===== config.mk =====
export PLATFORM = sky130hd
export DESIGN_NAME = imem_loader
export DESIGN_NICKNAME = d
export VERILOG_FILES = /design/src/rtl/imem_loader.sv
export SDC_FILE = /design/constraint.sdc
export NUM_CORES = 1
export LEC_CHECK = 0
export CORE_ASPECT_RATIO = 1.1
export CORE_UTILIZATION = 57
export CTS_BUF_LIST = sky130_fd_sc_hd__clkbuf_16
export DETAILED_ROUTE_END_ITERATION = 12
export DONT_BUFFER_PORTS = 1
export GPL_TIMING_DRIVEN = 0
export HOLD_SLACK_MARGIN = 0.05
export PLACE_DENSITY = 0.8
export SLEW_MARGIN = 10
export SYNTH_ARGS = -nofsm -noshare
export SYNTH_HDL_FRONTEND = slang
export SYNTH_SLANG_ARGS = --single-unit
export TNS_END_PERCENT = 50

===== constraint.sdc =====
create_clock -name Clk -period 2.7 [get_ports Clk]
set_input_delay 0.27 -clock Clk [delete_from_list [all_inputs] [get_ports Clk]]
set_output_delay 0.27 -clock Clk [all_outputs]
set_load 0.05 [all_outputs]

===== src/rtl/imem_loader.sv =====
// imem_loader: assembles a length-prefixed host byte stream into 32-bit instruction words
// and writes them to instruction memory while holding the core in reset.
module imem_loader #(
    parameter int          DEPTH = 128,
    parameter logic [31:0] BASE  = 32'h0
) (
    input  logic        Clk,
    input  logic        Rst,
    input  logic        ByteValid,
    input  logic [7:0]  ByteData,
    output logic        ByteReady,
    output logic        IMemWrite,
    output logic [31:0] IMemAddress,
    output logic [31:0] IMemWriteData,
    output logic        CoreRst,
    output logic        LoadDone,
    output logic        LoadError
);
    typedef enum logic [2:0] {LEN_HI, LEN_LO, DATA, WRITE, DONE, ERROR} state_t;
    localparam logic [16:0] DEPTH_W = 17'(DEPTH);
    state_t      state, state_nxt;
    logic [15:0] n, k, n_new;
    logic [1:0]  cnt;
    logic [31:0] word, addr;
    logic        xfer, last;
    assign xfer          = ByteValid && ByteReady;
    assign n_new         = {n[15:8], ByteData};
    assign last          = ({1'b0, k} + 17'd1) == {1'b0, n};
    assign IMemAddress   = addr;
    assign IMemWriteData = word;
    always_ff @(posedge Clk or posedge Rst)
        if (Rst) state <= LEN_HI;
        else     state <= state_nxt;
    always_comb begin
        state_nxt = state;
        case (state)
            LEN_HI:  state_nxt = xfer ? LEN_LO : LEN_HI;
            LEN_LO:  if (xfer) state_nxt = (n_new == 16'd0) ? DONE :
                                           ({1'b0, n_new} > DEPTH_W) ? ERROR : DATA;
            DATA:    state_nxt = (xfer && cnt == 2'd3) ? WRITE : DATA;
            WRITE:   state_nxt = last ? DONE : DATA;
            default: state_nxt = state;
        endcase
    end
    always_comb begin
        ByteReady = !Rst && (state == LEN_HI || state == LEN_LO || state == DATA);
        IMemWrite = state == WRITE;
    end
    // Address only advances when another word follows, so it never passes the last slot.
    always_ff @(posedge Clk or posedge Rst)
        if (Rst) begin
            n         <= '0;
            k         <= '0;
            cnt       <= '0;
            word      <= '0;
            addr      <= BASE;
            CoreRst   <= 1'b1;
            LoadDone  <= 1'b0;
            LoadError <= 1'b0;
        end else begin
            if (state == LEN_HI && xfer) n[15:8] <= ByteData;
            if (state == LEN_LO && xfer) n[7:0] <= ByteData;
            if (state == DATA && xfer) begin
                cnt  <= cnt + 2'd1;
                word <= {word[23:0], ByteData};
            end
            if (state == WRITE && !last) begin
                k    <= k + 16'd1;
                addr <= addr + 32'd4;
            end
            CoreRst   <= state_nxt != DONE;
            LoadDone  <= state_nxt == DONE;
            LoadError <= state_nxt == ERROR;
        end
endmodule


# After elaboration in Yosys (flattened, before gate mapping)
# Cells that the tools add are included.
[totals]
regBits = 104
elab_cells = 43
[op_classes]
addsub = 4
n_lt_le_gt_ge = 1
eq_ne = 8
mux = 7
reduce_logical = 13
[ops]
columns = ["operator", "n"]
rows = [
  ["adder 32 x 3 -> 32 bit (second input constant)", 1],
  ["adder 16 x 1 -> 17 bit (second input constant)", 1],
  ["== test 17 x 16 -> 1 bit", 1],
  ["adder 16 x 1 -> 16 bit (second input constant)", 1],
  ["greater-than comparator 16 x 8 -> 1 bit (second input constant)", 1],
  ["logical NOT 16 bit", 1],
  ["two-way mux 3 bit", 4],
  ["case mux 3 bit (4 select lines)", 1],
  ["logical AND 1 bit", 7],
  ["== test 3 x 2 -> 1 bit (second input constant)", 2],
  ["== test 3 bit (second input constant)", 2],
  ["== test 3 x 1 -> 1 bit (second input constant)", 1],
  ["logical NOT 3 bit", 1],
  ["inequality test 3 bit (second input constant)", 1],
  ["adder 2 x 1 -> 2 bit (second input constant)", 1],
  ["== test 2 bit (second input constant)", 1],
  ["logical NOT 1 bit", 2],
  ["logical OR 1 bit", 2],
  ["two-way mux 1 bit", 2],
]

# Depth between registers and ports, before layout
[logic_depth]
word_depth = 9
depth_mapped = 9
mapped_depth_nobuf = 8

# Worst setup path before layout
# OpenSTA, ideal clock, no wires.
[synth_timing]
path_kind = "register -> register"
start = "register state[0]"
end = "register CoreRst"
t_arrival_ns = 3.199
required_time_ns = 2.618
slack_ns = -0.581
stages_incl_launch_ff = 10
path_buffers = 2
period_less_slack_ns = 3.281
path_cell_list = "dfrtp_1 -> clkbuf_1 -> a211oi_1 -> nand2_1 -> or3_1 -> clkbuf_1 -> inv_1 -> a21oi_1 -> a2bb2oi_1 -> or2_1"
[synth_between]
elab_chain_len = 9
elab_cells_between_ends = 14
classes_between = "eq/ne: 4; mux: 4; reduce/logical: 6"
[synth_lines]
columns = ["element", "line_no", "text"]
rows = [
  ["start: declaration", "21", "state_t state, state_nxt;"],
  ["start signal: assignment", "33", "else state <= state_nxt;"],
  ["== test 3 x 1 -> 1 bit or logical NOT 3 bit (tied branches)", "46", "ByteReady = !Rst && (state == LEN_HI || state == LEN_LO || state == DATA);"],
  ["logical OR 1 bit", "46", ""],
  ["logical OR 1 bit *", "46", ""],
  ["logical AND 1 bit *", "46", ""],
  ["named net ByteReady", "11", "output logic ByteReady,"],
  ["logical AND 1 bit *", "26", "assign xfer = ByteValid && ByteReady;"],
  ["logical AND 1 bit", "40", "DATA: state_nxt = (xfer && cnt == 2'd3) ? WRITE : DATA;"],
  ["two-way mux 1 bit", "40", ""],
  ["case mux 3 bit (4 select lines) *", "36", "case (state)"],
  ["inequality test 3 bit *", "71", "CoreRst <= state_nxt != DONE;"],
  ["end signal: assignment", "57", "CoreRst <= 1'b1;"],
  ["end signal: assignment", "71", ""],
  ["end: declaration", "15", "output logic CoreRst,"],
]
# The timed path passes the listed nets; every way through them passes the cells marked *.
# A chain may end at the register's enable or synchronous reset.

# Final worst setup path
[layout_timing]
start = "register addr[6] (netlist: IMemAddress[6])"
end = "register addr[31] (netlist: IMemAddress[31])"
[layout_between]
elab_chain_len = 1
[layout_lines]
columns = ["element", "line_no", "text"]
rows = [
  ["start: declaration", "24", "logic [31:0] word, addr;"],
  ["start signal: assignment", "69", "addr <= addr + 32'd4;"],
  ["adder 32 x 3 -> 32 bit", "69", ""],
]
# Every way passes these cells.

==> impl_metrics.py <==
metrics = {
    "run_status": {
        "status": "finished with violations",
        "violations": "setup timing",
    },
    "worst_hold_path": {
        "hp-class": "input port to register",
    },
    "drt": {
        "num_vias": 3574,
        "routed_wl_um": 11170,
        "detail_route.wl_per_cell_um": 19.36,
        "drtIter0Drc": 374,
        "first_pass_iters": 4,
        "antenna_left": 0,
        "avgViaCountPerCell": 6.194,
        "drc": 0,
    },
    "clock_tree": {
        "clock_path_buffers": 2,
        "cts_root_buffer": "clkbuf_16",
        "clk_pin_slew_worst_paths_ns": 0.08,
        "ctsHtreeMaxLevel": 3,
        "cts_buffers": 9,
        "clock_sinks": 102,
        "clk_latency_ns": 0.35,
        "cts_tree": "yes",
    },
    "global_routing": {
        "grt_pass1_vias": 3652,
        "grt_pass1_wl_um": 18150,
        "grt_max_degree": 39,
        "grt_usage_pct": 25.86,
        "antenna_found_initial": 0,
        "gr-total-overflow": 0,
    },
    "worst_setup_path": {
        "endpoint_kind": "register",
        "crit_chain": "and4_1 > nand4_1 > or4_1 > nor2_1 > nand3_1 > nor3_1 > xor2_1",
        "cp.required_ns": 2.97,
        "critPathSlowestCell": "dfrtp_1",
        "cpPeakStageDelay_ns": 0.70,
        "worst-setup-path-type": "register to register",
        "cp-start-kind": "register",
        "arrival_ns": 3.00,
        "cp_max_fo": 4,
    },
    "yosys": {
        "ys_ff_latch": 102,
        "syn_area_um2": 4917,
        "yosys.area.top_type_share_pct": 51.40,
        "ys_types": 45,
        "muxShareOfSynthArea_pct": 11.65,
        "yosysMostFrequentCell": "dfrtp_1",
        "synth_compound_area_share_pct": 3.333,
        "synth_top_family_by_area": "simple AND/OR/NAND/NOR gates",
        "synth-xor-area-share_pct": 11.40,
        "ys_seq_area_share_pct": 51.93,
        "synth_flop_cell": "dfrtp_1",
        "ys_top_cells_by_count": "dfrtp_1, mux2_2, xor2_1",
        "avgSynthCellArea_um2": 11.20,
        "synth_fa_ha_area_share_pct": 0.7634,
        "asyncSetResetFlopFracSynth_pct": 100.0,
        "synthCells": 439,
        "yosysTopAreaCell": "dfrtp_1",
        "ys_warn_count": 0,
        "synth_top_cells_by_area": "dfrtp_1, mux2_2, xor2_1",
        "synthSimpleGateAreaFrac_pct": 17.71,
        "synth_edf_count": 0,
    },
    "floorplanning": {
        "core_area_um2": 8364,
        "die_w_um": 90.56,
        "start_util_pct": 58.79,
        "row_count": 35,
        "num_io_pins": 80,
        "die_y_um": 99.42,
        "dieArea_um2": 9003,
    },
    "pwr": {
        "p_comb_share_pct": 3.0,
        "sw_frac_of_total_pct": 23.43,
        "ir_drop_mv": 0.3345,
        "p_total_mw": 3.031,
        "power_frac_clock_pct": 45.5,
        "cellPowerDensity_nw_per_um2": 534.9,
        "seqPwrFrac_pct": 51.6,
        "intPower_mw": 2.321,
        "p_sw_mw": 0.7104,
        "leakage_nw": 2.739,
    },
    "timing": {
        "rsz0062_at_grt": "true",
        "min_period_over_period_pct": 101.0,
        "worst_pin_slew_ns": 0.6664,
        "slew_violations": 0,
        "tns_ns": -0.03316,
        "hold_violations": 0,
        "setup_viol": 3,
        "fmax_ghz": 0.3666,
        "fin_crit_ns": 2.728,
        "max_slew_margin_pct": 55.48,
        "fin_ws_ns": -0.02750,
        "clock-skew-final_ns": 0.01003,
    },
    "finish": {
        "post-route-util_pct": 67.75,
        "design_area_um2": 5667,
        "regArea_um2": 2571,
        "nets": 475,
        "antenna_cells": 0,
        "layout-drive-gt1-share_pct": 25.54,
        "area_growth_pct": 15.24,
        "multi_input_area_um2": 2288,
        "fillCellCount": 584,
    },
    "run": {
        "drv_cap": 0,
    },
    "placement": {
        "place_area_um2": 5109,
        "port_buffers": 0,
        "gp_congestion": 0.9080,
        "dp.final_hpwl_um": 7491,
        "post-place-ws_ns": -0.7537,
    },
}
## power by group through the flow
stage	logic [mW]	registers, mW	clock network (mW)
after floorplan	0.0674	1.59	0
after global placement	0.0782	1.59	0
after detailed placement	0.0883	1.59	0
after CTS	0.0925	1.56	1.40
after global routing	0.102	1.56	1.45
final	0.0900	1.56	1.38
## flip-flops by register name (all words and copies together) (netlist names)
signal,count
k,16
IMemWriteData,32
LoadDone,1
state,3
CoreRst,1
n,16
LoadError,1
cnt,2
IMemAddress,30
## stage by stage
stage	cells	hold WS, ns
finish	577	0.06626
global route	577	0.05324
CTS	576	0.05460
detailed placement	553	0.2565
global placement	551	0.3978
floorplan	440	0.3868
## repair_timing
item,CTS,global route
setup buffers,8,2
endpoints found under the hold margin,29,0
gates resized for setup,19,24
pin swaps,5,3
endpoints found under the setup margin,98,88
gates cloned,0,1
hold buffers,2,0
## cells in the final DEF (no fill, tap or decap), drive strengths merged, types with 2 or more instances in the layout
master and count:
nand3 20, nor3 26, nor4 24, or2 2
inv 13, nand3b 2, conb 2, buf 21
nand4 12, clkinv 2, xor2 47, nand2b 3
and4 5, xnor2 17, clkbuf 21, dfrtp 101
and3 3, a21oi 4, nor2b 2, o21ai 7
or3 5, or4 5, nor2 12, mux2 50
clkinvlp 2, and2 5, a2bb2oi 2, nor3b 2
dlygate4sd3 2, ha 3, nand2 30
## final timing paths
check / endpoint / from / slack, ns / cells after the start
max in group asynchronous: CoreRst / Rst / 1.30 / 4
min in group asynchronous: state[1] / Rst / 0.49 / 2
max: IMemAddress[31] / IMemAddress[6] / -0.03 / 7
min: IMemWriteData[2] / ByteData[2] / 0.07 / 1
max reg2reg: IMemAddress[31] / IMemAddress[6] / -0.03 / 7
min reg2reg: cnt[0] / cnt[0] / 0.49 / 1
## routing by layer
metal  up-vias  share of wire [%]  GRT usage, %
met1      1814                 40         31.30
met2       138                 52         44.46
met4         0                2.4         10.30
li1       1596                  -             -
met3        26                6.2         6.498
met5         -                  0             0
## critical path: cells and delay by family, from the launching register on
kind	cells	cell delay (ns)
XOR/XNOR	1	0.17
AND/OR/NAND/NOR	6	1.79
flip-flops	1	0.70
## area by class of cell
type | count | area share (%)
buffer | 20 | 2.451
clock buffer | 9 | 3.974
clock inverter | 7 | 1.744
inverter | 11 | 0.7949
multi-input combinational | 302 | 40.38
sequential | 102 | 45.37
tap | 111 | 2.451
timing repair buffer | 15 | 2.826
## kinds of logic after synthesis
kind of cell               after synthesis
other                                    1
AOI/OAI and AO/OA                       24
adders and majority gates                3
xor gates and xnor gates                64
buffers and inverters                   36
muxes                                   51
DFF                                    102
and+or+nand+nor                        158
No activity file was read; power rests on OpenSTA's default activity.
